## config.mk

```make
export PLATFORM = sky130hd
export DESIGN_NAME = mem_access_stage_flat
export DESIGN_NICKNAME = d
export VERILOG_FILES = /design/src/rtl/mem_access_stage_pkg.sv /design/src/rtl/mem_access_stage_if.sv /design/src/rtl/mem_wait_timer.sv /design/src/rtl/mem_access_stage.sv /design/src/flat_wrapper.sv
export SDC_FILE = /design/constraint.sdc
export NUM_CORES = 1
export LEC_CHECK = 0
export CAP_MARGIN = 20
export CORE_MARGIN = 1.5
export CORE_UTILIZATION = 25
export CTS_CLUSTER_SIZE = 14
export DETAILED_ROUTE_END_ITERATION = 10
export HOLD_SLACK_MARGIN = 0.06
export SETUP_SLACK_MARGIN = 0.1
export SLEW_MARGIN = 20
export SYNTH_ARGS = -nofsm -noshare
export SYNTH_HDL_FRONTEND = slang
export SYNTH_SLANG_ARGS = --single-unit
```

## constraint.sdc

```tcl
create_clock -name clk -period 4.5 [get_ports clk]
set_input_delay 0.9 -clock clk [delete_from_list [all_inputs] [get_ports clk]]
set_output_delay 0.9 -clock clk [all_outputs]
set_load 0.05 [all_outputs]
```

## src/rtl/mem_access_stage_pkg.sv

```systemverilog
// Shared types and defaults for the MEM stage: FSM state encoding, bus width,
// the default ack timeout and the poison word returned after a timeout.
package mem_access_stage_pkg;

  localparam int unsigned DATA_W             = 32;
  localparam int unsigned TIMEOUT_CYCLES_DEF = 15;
  localparam logic [DATA_W-1:0] POISON_DEF   = 32'hDEAD_BEEF;

  typedef enum logic [1:0] {
    IDLE = 2'd0,
    BUSY = 2'd1,
    DONE = 2'd2
  } state_e;

endpackage

```

## src/rtl/mem_access_stage_if.sv

```systemverilog
// Data-memory request/ack bus between the MEM stage (master) and data memory (slave).
interface mem_access_stage_if;

  logic                                     mem_req;
  logic                                     mem_we;
  logic [mem_access_stage_pkg::DATA_W-1:0]  mem_addr;
  logic [mem_access_stage_pkg::DATA_W-1:0]  mem_wdata;
  logic [mem_access_stage_pkg::DATA_W-1:0]  mem_rdata;
  logic                                     mem_ack;

  modport master (
    output mem_req, mem_we, mem_addr, mem_wdata,
    input  mem_rdata, mem_ack
  );

  modport slave (
    input  mem_req, mem_we, mem_addr, mem_wdata,
    output mem_rdata, mem_ack
  );

endinterface

```

## src/rtl/mem_wait_timer.sv

```systemverilog
// Saturating 8-bit wait counter; expired flags the cycle on which the count
// of waited cycles reaches LIMIT, so the caller can give up on that same cycle.
module mem_wait_timer #(
  parameter int unsigned LIMIT = 15
) (
  input  logic       clk,
  input  logic       rst_n,
  input  logic       clear,
  input  logic       enable,
  output logic [7:0] count,
  output logic       expired
);

  localparam logic [7:0] LAST = 8'(LIMIT - 1);

  always_ff @(posedge clk) begin
    if (!rst_n) begin
      count <= 8'd0;
    end else if (clear) begin
      count <= 8'd0;
    end else if (enable && count != 8'hFF) begin
      count <= count + 8'd1;
    end
  end

  assign expired = (count >= LAST);

endmodule

```

## src/rtl/mem_access_stage.sv

```systemverilog
// MEM pipeline stage: non-memory ops pass straight through, aligned loads/stores
// stall the pipe while a request/ack transaction runs on the data-memory bus.
module mem_access_stage
  import mem_access_stage_pkg::*;
#(
  parameter int unsigned       TIMEOUT_CYCLES = TIMEOUT_CYCLES_DEF,
  parameter logic [DATA_W-1:0] POISON         = POISON_DEF
) (
  input  logic              clk,
  input  logic              rst_n,
  input  logic              valid_in,
  input  logic              MRead_in,
  input  logic              MWrite_in,
  input  logic              MReg_in,
  input  logic              EnRW_in,
  input  logic [DATA_W-1:0] ALU_out_in,
  input  logic [DATA_W-1:0] store_data_in,
  input  logic [3:0]        reg_rd_in,
  output logic              MReg_out,
  output logic              EnRW_out,
  output logic [DATA_W-1:0] read_data_out,
  output logic [DATA_W-1:0] ALU_out_out,
  output logic [3:0]        reg_rd_out,
  output logic              stall_out,
  mem_access_stage_if.master mem,
  output logic              err_misalign,
  output logic              err_timeout,
  input  logic              err_clr
);

  state_e            state_p0, state_nxt;
  logic              req_p1, we_p1;
  logic [DATA_W-1:0] addr_p1, wdata_p1, rdata_p1;
  logic              killed_p1;
  logic              start_op, set_misalign, set_timeout, acked;
  logic              mem_op, aligned;
  logic [7:0]        wait_cnt_unused;
  logic              tmr_expired;

  assign mem_op  = valid_in & (MRead_in | MWrite_in);
  assign aligned = (ALU_out_in[1:0] == 2'b00);
  assign acked   = (state_p0 == BUSY) & mem.mem_ack;

  mem_wait_timer #(.LIMIT(TIMEOUT_CYCLES)) u_timer (
    .clk     (clk),
    .rst_n   (rst_n),
    .clear   (state_p0 != BUSY),
    .enable  ((state_p0 == BUSY) & ~mem.mem_ack),
    .count   (wait_cnt_unused),
    .expired (tmr_expired)
  );

  always_comb begin
    state_nxt     = state_p0;
    stall_out     = 1'b0;
    EnRW_out      = 1'b0;
    MReg_out      = MReg_in;
    ALU_out_out   = ALU_out_in;
    reg_rd_out    = reg_rd_in;
    read_data_out = '0;
    start_op      = 1'b0;
    set_misalign  = 1'b0;
    set_timeout   = 1'b0;
    case (state_p0)
      IDLE: begin
        if (mem_op) begin
          if (aligned) begin
            stall_out = 1'b1;
            start_op  = 1'b1;
            state_nxt = BUSY;
          end else begin
            set_misalign = 1'b1;
          end
        end else begin
          EnRW_out = valid_in & EnRW_in;
        end
      end
      BUSY: begin
        stall_out = 1'b1;
        // An ack on the expiry cycle still wins over the timeout.
        if (mem.mem_ack) begin
          state_nxt = DONE;
        end else if (tmr_expired) begin
          set_timeout = 1'b1;
          state_nxt   = DONE;
        end
      end
      DONE: begin
        read_data_out = rdata_p1;
        EnRW_out      = EnRW_in & ~killed_p1;
        state_nxt     = IDLE;
      end
      default: state_nxt = IDLE;
    endcase
    // Nothing retires while reset is being applied.
    if (!rst_n) EnRW_out = 1'b0;
  end

  // ---- bus request / capture registers ----
  always_ff @(posedge clk) begin
    if (!rst_n) begin
      state_p0  <= IDLE;
      req_p1    <= 1'b0;
      we_p1     <= 1'b0;
      addr_p1   <= '0;
      wdata_p1  <= '0;
      rdata_p1  <= '0;
      killed_p1 <= 1'b0;
    end else begin
      state_p0 <= state_nxt;
      if (start_op) begin
        req_p1    <= 1'b1;
        we_p1     <= MWrite_in;
        addr_p1   <= ALU_out_in;
        wdata_p1  <= store_data_in;
        rdata_p1  <= '0;
        killed_p1 <= 1'b0;
      end else if (acked) begin
        req_p1   <= 1'b0;
        rdata_p1 <= we_p1 ? '0 : mem.mem_rdata;
      end else if (set_timeout) begin
        req_p1    <= 1'b0;
        rdata_p1  <= POISON;
        killed_p1 <= 1'b1;
      end
    end
  end

  // ---- sticky error flags, set beats clear ----
  always_ff @(posedge clk) begin
    if (!rst_n) begin
      err_misalign <= 1'b0;
      err_timeout  <= 1'b0;
    end else begin
      err_misalign <= set_misalign | (err_misalign & ~err_clr);
      err_timeout  <= set_timeout  | (err_timeout  & ~err_clr);
    end
  end

  assign mem.mem_req   = req_p1;
  assign mem.mem_we    = we_p1;
  assign mem.mem_addr  = addr_p1;
  assign mem.mem_wdata = wdata_p1;

endmodule

```

## src/flat_wrapper.sv

```systemverilog
// flat-port wrapper written by rule: the top's interface ports become plain ports
module mem_access_stage_flat import mem_access_stage_pkg::*;
#(
  parameter int unsigned       TIMEOUT_CYCLES = TIMEOUT_CYCLES_DEF,
  parameter logic [DATA_W-1:0] POISON         = POISON_DEF
)
  (clk, rst_n, valid_in, MRead_in, MWrite_in, MReg_in, EnRW_in, ALU_out_in, store_data_in, reg_rd_in, MReg_out, EnRW_out, read_data_out, ALU_out_out, reg_rd_out, stall_out, err_misalign, err_timeout, err_clr, mem_mem_req, mem_mem_we, mem_mem_addr, mem_mem_wdata, mem_mem_rdata, mem_mem_ack);
  mem_access_stage_if mem_i ();
  input  logic clk;
  input  logic rst_n;
  input  logic valid_in;
  input  logic MRead_in;
  input  logic MWrite_in;
  input  logic MReg_in;
  input  logic EnRW_in;
  input  logic [DATA_W-1:0] ALU_out_in;
  input  logic [DATA_W-1:0] store_data_in;
  input  logic [3:0] reg_rd_in;
  output logic MReg_out;
  output logic EnRW_out;
  output logic [DATA_W-1:0] read_data_out;
  output logic [DATA_W-1:0] ALU_out_out;
  output logic [3:0] reg_rd_out;
  output logic stall_out;
  output logic err_misalign;
  output logic err_timeout;
  input  logic err_clr;
  output wire logic [$bits(mem_i.mem_req)-1:0] mem_mem_req;
  output wire logic [$bits(mem_i.mem_we)-1:0] mem_mem_we;
  output wire logic [$bits(mem_i.mem_addr)-1:0] mem_mem_addr;
  output wire logic [$bits(mem_i.mem_wdata)-1:0] mem_mem_wdata;
  input wire logic [$bits(mem_i.mem_rdata)-1:0] mem_mem_rdata;
  input wire logic [$bits(mem_i.mem_ack)-1:0] mem_mem_ack;
  assign mem_mem_req = mem_i.mem_req;
  assign mem_mem_we = mem_i.mem_we;
  assign mem_mem_addr = mem_i.mem_addr;
  assign mem_mem_wdata = mem_i.mem_wdata;
  assign mem_i.mem_rdata = mem_mem_rdata;
  assign mem_i.mem_ack = mem_mem_ack;
  mem_access_stage #(.TIMEOUT_CYCLES(TIMEOUT_CYCLES), .POISON(POISON)) u_core (.clk(clk), .rst_n(rst_n), .valid_in(valid_in), .MRead_in(MRead_in), .MWrite_in(MWrite_in), .MReg_in(MReg_in), .EnRW_in(EnRW_in), .ALU_out_in(ALU_out_in), .store_data_in(store_data_in), .reg_rd_in(reg_rd_in), .MReg_out(MReg_out), .EnRW_out(EnRW_out), .read_data_out(read_data_out), .ALU_out_out(ALU_out_out), .reg_rd_out(reg_rd_out), .stall_out(stall_out), .mem(mem_i), .err_misalign(err_misalign), .err_timeout(err_timeout), .err_clr(err_clr));
endmodule
```

== Word level (Yosys, flattened, before mapping) ==
Index checks and enable logic that the tools add are counted.

* Register bits after elaboration: 111
* Input port bits: 109
* Word-level logic and storage cells: 68

* Reduce and logical (&&, ||, !) cells: 9
* Equal/unequal tests: 7
* Magnitude comparators: 1
* Add/subtract/negate cells: 1
* Muxes and demuxes: 25
* Bitwise gates (word level): 15

{| class="wikitable"
|+ Operators by type and width
! operator !! count
|-
| two-way mux 32 bit || 4
|-
| two-way mux 1 bit || 14
|-
| adder 8 x 1 -> 8 bit (second input constant) || 1
|-
| >= comparator 8 x 4 -> 1 bit (second input constant) || 1
|-
| two-way mux 2 bit || 4
|-
| inequality test 8 bit (second input constant) || 1
|-
| AND 1 bit || 7
|-
| inequality test 2 x 1 -> 1 bit (second input constant) || 3
|-
| NOT 1 bit || 5
|-
| logical NOT 2 bit || 2
|-
| one-hot mux 1 bit (2 select lines) || 2
|-
| one-hot mux 2 bit (2 select lines) || 1
|-
| OR reduction 2 bit || 2
|-
| inequality test 3 x 2 -> 1 bit (second input constant) || 1
|-
| bitwise OR 1 bit || 3
|-
| AND reduction 3 bit || 1
|-
| nonzero test 3 bit || 1
|-
| == test 2 x 1 -> 1 bit (second input constant) || 1
|-
| == test 2 bit (second input constant) || 1
|-
| AND reduction 2 bit || 1
|-
| nonzero test 2 bit || 1
|-
| logical AND 1 bit || 1
|}

== Logic depth before layout (Yosys ltp) ==
* Depth in word-level cells: 7
* Mapped depth: 7
* Mapped depth without buffers: 5

== Cells and area by module ==
Synthesis repeated with hierarchy kept, for this count alone.

* Cell total of the unflattened synthesis: 615
* Area total of the unflattened synthesis: 5151.2 µm²

{| class="wikitable"
|+ By module, submodules not included
! module !! times used !! seq. area each (µm²) !! area an instance (µm²) !! cells an instance
|-
| mem_access_stage || 1 || 2062.0 || 4683.2 || 559
|-
| mem_wait_timer || 1 || 160.2 || 467.9 || 56
|}

== Least setup slack after synthesis ==
No wires, ideal clock.

* Kind: in2out
* From: in rst_n
* To: out EnRW_out
* Slack: 1.191 ns
* Data arrival time: 2.409 ns
* Path buffers: 2
* Cell stages on the path: 4
* Path through: buf_2 clkbuf_1 nand2_1 nor3_1

* Longest elaborated chain between the ends: 1

{| class="wikitable"
|+ RTL lines
! element !! RTL line !! text
|-
| start: declaration || flat_wrapper.sv:10 || <nowiki>input logic rst_n;</nowiki>
|-
| two-way mux 1 bit || mem_access_stage.sv:96 || <nowiki>if (!rst_n) EnRW_out = 1'b0;</nowiki>
|-
| end: declaration || flat_wrapper.sv:20 || <nowiki>output logic EnRW_out;</nowiki>
|}

Every way passes these cells.

== Final worst setup path ==
* From: in valid_in
* To: out EnRW_out

* Longest elaborated chain between the ends: 4
* Elaborated cells on any way between the ends: 5
* Those cells by class: 3 x mux; 2 x bitwise

{| class="wikitable"
|+ RTL lines
! element !! RTL line !! text
|-
| start: declaration || flat_wrapper.sv:11 || <nowiki>input logic valid_in;</nowiki>
|-
| AND 1 bit, on equally long branches || mem_access_stage.sv:75, mem_access_stage.sv:40 ||
|-
| two-way mux 1 bit * || mem_access_stage.sv:66 || <nowiki>if (mem_op) begin</nowiki>
|-
| one-hot mux 1 bit (2 select lines) * || mem_access_stage.sv:64 || <nowiki>case (state_p0)</nowiki>
|-
| two-way mux 1 bit * || mem_access_stage.sv:96 ||
|}

Mark *: on every way between the ends. The rest lies on a longest branch, timed or not.

==> flow_metrics.tcl <==
set metrics [dict create \
    status "finished clean" \
    cts_resized 0 \
    power.share.switching_pct 29.6 \
    synth_nets 712 \
    arrival_ps 2650 \
    multiInputGateArea_sq_mm 0.00237 \
    grt_setup_unrepaired "false" \
    slowest_stage "clkdlybuf4s50_1" \
    grt_usage_pct 15.5 \
    ys_warn_count 0 \
    first_pass_iters 4 \
    area_growth_pct 50.1 \
    cts.path.max_buffers 2 \
    synth_edf_count 0 \
    fin_crit_sh_pct 78.9 \
    vias 4953 \
    p_per_area_mw_per_mm2 287 \
    synthCells 601 \
    ctsHoldBuffers 0 \
    syn_area_sq_mm 0.00513 \
    num_antenna_cells 0 \
    skew_ps 12.9 \
    antenna_found_initial 0 \
    cts_tree "yes" \
    seqPwrFrac_pct 45.8 \
    finalNetCount 879 \
    yosys.area.top_type "dfxtp_1" \
    wl_per_cell_um 16.1 \
    setup_viol 0 \
    tightest_slew_ps 932 \
    synth_cell_types 49 \
    seq_area_sq_mm 0.00222 \
    clkLatencyLatePin_ps 350 \
    internal-power_mw 1.56 \
    cp-start-kind "input pin" \
    wirelength_mm 16.8 \
    critPathCapture "EnRW_out" \
    netlist.area_leader.share_pct 43.3 \
    io_buffers 237 \
    reg2reg_from "u_core.state_p0[0]" \
    combPwrFrac_pct 18.4 \
    crit_path_end_kind "output port" \
    critical_path_class "input pin to output port" \
    grt_max_degree 73 \
    start_util_pct 25.5 \
    fmax_mhz 281 \
    finalHoldViolCount 0 \
    p_sw_mw 0.655 \
    final_antenna_net_count 0 \
    fin_setup_tns_ps 0 \
    fp-row-count 52 \
    cts-root-buf "clkbuf_16" \
    ctsHtreeMaxLevel 3 \
    pin_count 248 \
    synth_seq_area_share_pct 43.3 \
    clk_pin_slew_ps 80 \
    drt-initial-drc-count 338 \
    maxCapViolations 0 \
    ys_seq_elements 111 \
    r2r_slack_ps 2190 \
    crit_chain "clkdlybuf4s50_1 -> nor4b_1 -> buf_4 -> a21oi_1 -> nor3_1 -> buf_4" \
    finalMaxSlewViolations 0 \
    clock_power_share_pct 35.8 \
    synth_common_cells "111 x dfxtp_1, 103 x nand3_1, 63 x o21ai_0" \
    crit_required_ps 3600 \
    hold_path.class "flop to flop" \
    grt_pass1_vias 4652 \
    hold_slack_ps 465 \
    die-width_um 146 \
    clock-sinks 111 \
    routabilityCongestion 0.782 \
    cts_setup_buffers 0 \
    path_max_fanout 4 \
    max_slew_margin_pct 37.9 \
    leakage_nw 2.56 \
    slowest_delay_ps 570 \
    rr_endpoint "u_core.rdata_p1[26]" \
    die_area_sq_mm 0.0214 \
    cpMostUsedCell "buf_4" \
    synthTopCellsByArea "dfxtp_1 43%, nand3_1 10%, a21boi_1 8.5%" \
    core_area_sq_mm 0.0202 \
    peakVddDrop_v 0.000209 \
    dp_hpwl_mm 11.4 \
    drive_above_1_share_pct 5.43 \
    drc 0 \
    n_fill_cell 2069 \
    fin_crit_ps 3550 \
    die_y_um 146 \
    vias_per_cell 4.75 \
    syn_avg_cell_area_sq_um 8.54 \
    synth_most_common_cell "dfxtp_1" \
    synth_flop_cell "dfxtp_1" \
    grt-ovfl-total 0 \
    synth_async_sr_flop_share_pct 0 \
    grt_pass1_wl_mm 26.3 \
    reg2reg_depth 3 \
    numCtsBuffers 9 \
    startpoint "valid_in" \
]
==> cell families (layout without fill, tap and decap cells) <==
group | count (synthesis) | in the layout | synth area share [%]
AND/OR/NAND/NOR | 200 | 200 | 21.2
buffers and inverters | 99 | 271 | 10.9
flip-flops | 111 | 111 | 43.3
AO/OA/AOI/OAI | 187 | 187 | 23.7
multiplexers | 2 | 2 | 0.390
adder cells (fa/ha/maj) | 2 | 2 | 0.487
==> sequential cells by signal, summed over array words and instances, names as in the netlist <==
register and flops:
u_core.mem.mem_addr 32, u_core.mem.mem_wdata 32, u_core.rdata_p1 32, u_core.u_timer.count 8, u_core.state_p0 2, u_core.err_misalign 1, u_core.err_timeout 1, u_core.killed_p1 1
u_core.mem.mem_req 1, u_core.mem.mem_we 1
==> final cells by class <==
| cell class | count | area share (%) |
|---|---|---|
| Clock inverter | 7 | 0.909 |
| Multi-Input combinational cell | 391 | 30.7 |
| Clock buffer | 9 | 2.92 |
| Inverter | 5 | 0.244 |
| Sequential cell | 111 | 28.8 |
| Timing Repair Buffer | 250 | 32.0 |
| Tap cell | 270 | 4.38 |
==> metrics by stage <==
| step | cell area (sq um) | utilization (%) | power [mW] | std cells | setup WS (ps) |
|---|---|---|---|---|---|
| after floorplan | 5130 | - | 1.29 | 601 | 1190 |
| after global placement | 7400 | 36.7 | 1.45 | 1026 | 1000 |
| after detailed placement | 7400 | 36.7 | 1.45 | 1026 | 927 |
| after CTS | 7690 | 38.1 | 2.25 | 1042 | 906 |
| after global routing | 7710 | 38.2 | 2.31 | 1043 | 853 |
| final | 7710 | 38.2 | 2.21 | 1043 | 947 |
==> metal layers <==
metal,up-vias,routed length (um),global-route usage [%]
met2,148,8210,25.7
li1,2448,-,-
met1,2349,7590,20.2
met4,0,139,3.54
met3,8,897,4.00
met5,-,0,0
==> cells in the final DEF, fill, tap and decap left out, types with 7 or more instances in the layout <==
cell type,n
a21boi_1,58
a21boi_0,7
dfxtp_1,111
nand2_1,28
clkbuf_16,9
a21oi_1,9
a31oi_1,24
and2_1,33
o31ai_1,9
clkdlybuf4s50_1,234
o21ai_0,63
buf_4,14
nand3_1,103
==> power groups by stage <==
stage,Combinational [mW],Clock (mW),Sequential [mW]
final,0.408,0.793,1.01
after global routing,0.432,0.866,1.02
after CTS,0.411,0.828,1.01
after detailed placement,0.410,0,1.04
after global placement,0.410,0,1.04
after floorplan,0.191,0,1.10
==> worst min-delay path by stage <==
stage / start / end / depth (start not counted)
after floorplan: u_core.killed_p1 / u_core.killed_p1 / 2
after global placement: u_core.rdata_p1[24] / u_core.rdata_p1[24] / 2
after detailed placement: u_core.rdata_p1[29] / u_core.rdata_p1[29] / 2
after CTS: u_core.rdata_p1[17] / u_core.rdata_p1[17] / 2
after global routing: u_core.rdata_p1[29] / u_core.rdata_p1[29] / 2
final: u_core.rdata_p1[14] / u_core.rdata_p1[14] / 2
==> worst max-delay path, delay by kind of cell <==
family	cells	cell delay [ps]
buf+inv	3	1010
simple gates	2	690
compound gates	1	50
(Power assumes the default switching activity.)
